===== src/rtl/dpr_load_arb.sv =====
// Block-load arbiter: streams loader bytes into a RAM write port through a
// one-entry holding buffer, with CPU writes always taking priority.
module dpr_load_arb #(
   parameter int KB = 16,
   localparam int AW = $clog2(KB * 1024)
) (
   input  logic          clock,
   input  logic          reset,
   input  logic          start,
   input  logic [AW-1:0] base,
   input  logic [AW:0]   len,
   input  logic          ld_valid,
   input  logic [7:0]    ld_data,
   output logic          ld_ready,
   input  logic          cw,
   input  logic [AW-1:0] ca,
   input  logic [7:0]    cd,
   output logic [AW-1:0] a2,
   output logic [7:0]    d2,
   output logic          w2,
   output logic          busy,
   output logic          done
);

   typedef enum logic [1:0] {IDLE, LOAD, DRAIN, DONE} state_t;

   localparam logic [AW:0]   REM_ONE  = 1;
   localparam logic [AW-1:0] ADDR_ONE = 1;

   state_t        state, state_n;
   logic [AW-1:0] addr;
   logic [AW:0]   rem, rem_n;
   logic          full, full_n;
   logic [7:0]    hold;
   logic          accept, start_ok, ld_ready_n;

   assign accept   = ld_valid && ld_ready;
   assign start_ok = start && (state == IDLE || state == DONE);

   always_comb begin
      state_n = state;
      rem_n   = rem;
      full_n  = full;
      if (accept)
         full_n = 1'b1;
      else if (full && !cw)
         full_n = 1'b0;
      case (state)
         IDLE, DONE: begin
            if (start) begin
               rem_n   = len;
               state_n = (len == '0) ? DONE : LOAD;
            end
         end
         LOAD: begin
            if (accept)
               rem_n = rem - REM_ONE;
            if (rem_n == '0)
               state_n = DRAIN;
         end
         DRAIN: begin
            // the buffer is seen empty only after its write has issued
            if (!full)
               state_n = DONE;
         end
         default: state_n = IDLE;
      endcase
      ld_ready_n = (state_n == LOAD) && (rem_n != '0) && !full_n;
   end

   always_ff @(posedge clock) begin
      if (reset) begin
         state    <= IDLE;
         addr     <= '0;
         rem      <= '0;
         full     <= 1'b0;
         hold     <= '0;
         ld_ready <= 1'b0;
         busy     <= 1'b0;
         done     <= 1'b0;
         w2       <= 1'b0;
         a2       <= '0;
         d2       <= '0;
      end else begin
         state    <= state_n;
         rem      <= rem_n;
         full     <= full_n;
         ld_ready <= ld_ready_n;
         busy     <= (state_n == LOAD) || (state_n == DRAIN);
         done     <= (state_n == DONE);
         if (accept)
            hold <= ld_data;
         if (start_ok)
            addr <= base;
         else if (full && !cw)
            addr <= addr + ADDR_ONE;
         if (cw) begin
            w2 <= 1'b1;
            a2 <= ca;
            d2 <= cd;
         end else if (full) begin
            w2 <= 1'b1;
            a2 <= addr;
            d2 <= hold;
         end else begin
            w2 <= 1'b0;
         end
      end
   end

endmodule


===== config.mk =====
export PLATFORM = sky130hd
export DESIGN_NAME = dpr_load_arb
export DESIGN_NICKNAME = d
export VERILOG_FILES = /design/src/rtl/dpr_load_arb.sv
export SDC_FILE = /design/constraint.sdc
export NUM_CORES = 1
export LEC_CHECK = 0
export ABC_CLOCK_PERIOD_IN_PS = 2890
export CAP_MARGIN = 20
export CORE_ASPECT_RATIO = 0.5
export CORE_MARGIN = 1
export CORE_UTILIZATION = 63
export DETAILED_ROUTE_END_ITERATION = 6
export DONT_BUFFER_PORTS = 1
export PLACE_DENSITY = 0.79
export SKIP_LAST_GASP = 1
export SYNTH_ARGS = -nofsm -noshare
export SYNTH_HDL_FRONTEND = slang
export SYNTH_SLANG_ARGS = --single-unit
export TNS_END_PERCENT = 30

===== constraint.sdc =====
create_clock -name clock -period 2.89 [get_ports clock]
set_clock_uncertainty 0.1 [all_clocks]
set_input_delay 0.1445 -clock clock [delete_from_list [all_inputs] [get_ports clock]]
set_output_delay 0.1445 -clock clock [all_outputs]
set_load 0.1 [all_outputs]

Word-level counts from Yosys, hierarchy flattened --
Index checks and enable logic that the tools add are counted.
Cells by class: add/subtract/negate cells 2, equality and inequality tests 6, muxes and demuxes 19, reduce and logical (&&, ||, !) cells 16
Operator list (number):
- 2-to-1 mux 14 bit | 4
- 2-to-1 mux 15 bit | 3
- logical NOT 15 bit | 2
- case mux 15 bit (2 select lines) | 1
- 2-to-1 mux 8 bit | 2
- nonzero test 15 bit | 1
- subtractor 15 x 1 -> 15 bit, second input constant | 1
- adder 14 x 1 -> 14 bit, second input constant | 1
- == test 2 bit, second input constant | 4
- 2-to-1 mux 2 bit | 4
- case mux 2 bit (3 select lines) | 1
- logical AND 1 bit | 5
- == test 2 x 1 -> 1 bit, second input constant | 2
- 2-to-1 mux 1 bit | 4
- nonzero test 2 bit | 2
- logical NOT 1 bit | 2
- logical NOT 2 bit | 1
- logical OR 1 bit | 2
- OR reduction 2 bit | 1
Storage, ports and cells: register bits after elaboration 66, bits of input ports 64, output and inout port bits 26, word-level logic and storage cells 54

Longest topological paths before layout --
depth in word-level cells 9, mapped depth 12, gate-level depth less buffers 12

Least setup slack after synthesis --
No wires, ideal clock.
kind register to register, start register ld_ready, end register ld_ready, library setup time 0.145 ns, arrival 2.854 ns, required time 2.645 ns, slack -0.209 ns, cell stages (with the launch flop) 11, buffers on the path 0, period minus slack after synthesis 3.099 ns, cell sequence dfxtp_1 > nand3_1 > nor3_4 > nand2_2 > xnor2_2 > nor4_1 > o41a_1 > inv_1 > ha_1 > nand3b_1 > a41oi_1
On the way: word-level cells in the longest chain between the ends 9, elaborated cells on any way between the ends 13, those cells by class eq/ne: 1; mux: 6; reduce/logical: 6
RTL lines:
- from (decl) | RTL line 14 | output logic ld_ready,
- from (signal assigned) | RTL line 88 | ld_ready <= ld_ready_n;
- logical AND 1 bit | RTL line 37 | assign accept = ld_valid && ld_ready;
- 2-to-1 mux 15 bit | RTL line 56 | if (accept)
- 2-to-1 mux 15 bit | RTL line 48 | case (state)
- logical NOT 15 bit | RTL line 58 | if (rem_n == '0)
- 2-to-1 mux 2 bit | RTL line 58
- case mux 2 bit (3 select lines) | RTL line 48
- via state_n[1] | RTL line 30 | state_t state, state_n;
- == test 2 x 1 -> 1 bit | RTL line 68 | ld_ready_n = (state_n == LOAD) && (rem_n != '0) && !full_n;
- logical AND 1 bit (2 in series) | RTL line 68
The timed path passes the listed nets, and every way through them passes these cells. The select of a mux whose other input is x is not followed. A chain may end at the register's enable or synchronous reset.

Final worst setup path --
start register state[0], end register ld_ready
On the way: word-level cells in the longest chain between the ends 6, elaborated cells on any way between the ends 14, those cells by class eq/ne: 4; mux: 5; reduce/logical: 5
RTL lines:
- from (decl) | RTL line 30
- from (signal assigned) | RTL line 85 | state <= state_n;
- == test 2 bit / logical NOT 2 bit (equally long branches) | RTL line 48
- OR reduction 2 bit | RTL line 48
- case mux 15 bit (2 select lines) / case mux 2 bit (3 select lines) (equally long branches) | RTL line 48
- nonzero test 15 bit / == test 2 x 1 -> 1 bit (equally long branches) | RTL line 68
- logical AND 1 bit * (2 in series) | RTL line 68
Mark *: on every way between the ends. The rest lies on a longest branch, timed or not.

==> impl_metrics.toml <==
[sta]
rsz0062_at_grt = "true"
maxSlewViolCount = 0
fin_tns_setup_ps = -27.6
tightestPinTransition_ps = 1030
period_minus_slack_ps = 2920
post-route-worst-setup-slack_ps = -27.6
max_slew_margin = 0.311
finalSetupViolations = 1
fmax_mhz = 343
hold_violations = 0
post-route-period-util = 1.01

[clock_tree]
path_clk_slew_ps = 80
root_buffer = "clkbuf_8"
numCtsBuffers = 9
post_cts_buffers = 0
clk_path_buf_depth = 2
clock-sinks = 66
tritoncts = "done"
htree_levels = 3
clock_latency_ps = 360

[yosys]
syn_area_per_cell_um2 = 8.00
yosysWarnings = 0
syn_inst = 434
ys.flop_type = "dfxtp_1"
mappedNetlistArea_mm2 = 0.00347
async_flop_share = 0
synth_enable_flop_cells = 0
seq_area_frac_synth = 0.381
syn_nets = 504
synth-seq-cells = 66
synth_cell_type_count = 57

[routing]
dr_wl_met2_mm = 5.71
via_count = 4005
routedWlPerCell_um = 22.9
ant_nets = 0
drc = 2
drtIter0Drc = 557
top_layer_used = "met4"
routed_via_density = 6.88
met3_length_mm = 2.12
wl_met1_mm = 4.60
drt-total-wl_mm = 13.3
dr.pass1.iters = 7

[hold_path]
hold_class = "in2reg"

[run_status]
status = "finished with violations"
violations = "DRC, setup timing"

[critical_path]
slowest_stage = "dfxtp_1"
worst_setup_path_end_kind = "flop"
cp_max_fo = 8
cp_data_required_time_ps = 3000
critical_path.max_stage_delay_ps = 420
worstSetupPathType = "reg2reg"
start_kind = "flop"
path_cells = "inv_1 > ha_1 > nor2b_1 > or2_1 > a22o_1 > a311oi_2 > nand3_1 > nor4_2 > a41oi_1"
worstPathArrival_ps = 3030

[placed_design]
place.gp.congestion = 0.961
portBuffers = 0
place_inst = 507
place_hpwl_mm = 6.35
dp_slack_ps = 85.1

[floorplanning]
core_area_mm2 = 0.00511
rows = 18
dieArea_mm2 = 0.00583
die_y_um = 54.5
start_util = 0.679
die_x_um = 107
ios = 90

[global_route]
grt_pass1_wl_mm = 19.6
first_global_vias = 3811
track_usage = 0.463
antenna_found_initial = 0
grt_max_degree = 67
grt-ovfl-total = 0

[cells_and_area]
fillers = 188
utilization = 0.886
nNetsFinal = 577
finalNonFillerCells = 582
antenna_cells = 0
seq_area_mm2 = 0.00132
multi_input_area_mm2 = 0.00202
syn_to_final_growth_pct = 30.5
drive_gt1_frac = 0.129

[power]
p_leak_nw = 1.74
p_per_area_mw_per_mm2 = 879
vdd_drop_max_mv = 0.639

[flow_run]
cap_violations = 0
## power by group
| group | switching (mW) | total, mW | internal (mW) |
|---|---|---|---|
| clock network | 0.389 | 0.791 | 0.401 |
| registers | 0.268 | 1.35 | 1.08 |
| logic | 1.18 | 1.84 | 0.658 |
## area by class of cell
class	instances	area share
clock buffers	12	0.0298
clock inverters	4	0.0116
inverters	9	0.00746
multi-input cells	328	0.447
flip-flops and latches	66	0.292
well taps	70	0.0193
repair buffers	93	0.193
## metrics by stage
stage / hold slack, ps / power (mW) / instance area [um2]
after CTS: 4.98 / 3.71 / 4490
after detailed placement: 117 / 2.86 / 3690
final: 16.0 / 3.98 / 4530
after global routing: 34.3 / 4.13 / 4530
after floorplan: 180 / 2.52 / 3470
after global placement: 115 / 2.83 / 3690
## repair_timing
item                                    4_1_cts  5_1_grt
endpoints found under the setup margin        0        4
endpoints found under the hold margin        66        0
resized for setup                             0        8
hold buffers                                 59        0
## metal layers
metal,track usage,vias up
met5,0,-
met3,0.220,124
li1,-,1698
met4,0.267,0
met1,0.513,1763
met2,0.758,420
## worst paths after layout
check | depth (start not counted) | start | slack [ps] | endpoint
setup / recovery | 9 | state[0] | -30 | ld_ready
hold / removal | 3 | len[5] | 20 | rem[5]
setup reg to reg | 9 | state[0] | -30 | ld_ready
hold reg to reg | 2 | hold[1] | 400 | hold[1]
## placed cells by master, fill, tap and decap left out, drive strengths merged, types with 9 or more instances in the layout
cell	n
a21oi	40
a211oi	13
clkbuf	12
nand3	10
dfxtp	66
buf	36
xor2	11
dlygate4sd3	57
mux2i	23
o21ai	11
nand2	32
nand4	12
nor2b	10
nor2	86
inv	9
## worst max-delay path, delay by kind of cell (launching register included)
family / cells / cell delay, ps
compound gates: 3 / 700
fa+ha+maj: 1 / 420
simple gates: 4 / 1060
flops: 1 / 420
buf+inv: 1 / 80
## kinds of logic after synthesis
family | Yosys count | synth area share
flops | 66 | 0.381
xor+xnor | 15 | 0.0400
mux | 24 | 0.0695
compound gates | 97 | 0.184
buf+inv | 40 | 0.0465
fa+ha+maj | 6 | 0.0216
simple gates | 186 | 0.258
## synthesized netlist by cell type (10+ instances only)
master | number | area [um2]
a211oi_1 | 12 | 90.1
a21oi_1 | 40 | 200
clkbuf_1 | 23 | 86.3
dfxtp_1 | 66 | 1320
mux2i_1 | 23 | 230
nand2_1 | 31 | 116
nand3_1 | 10 | 50.1
nand4_1 | 12 | 75.1
nor2_1 | 84 | 315
o21ai_0 | 10 | 50.1
xor2_1 | 11 | 96.3
## state kept, by name, summed over array words and instances, names as in the netlist
signal,cells
rem,15
a2,14
w2,1
state,2
addr,14
full,1
busy,1
hold,8
done,1
d2,8
ld_ready,1
Note: power is estimated with default switching activity, not from simulation.
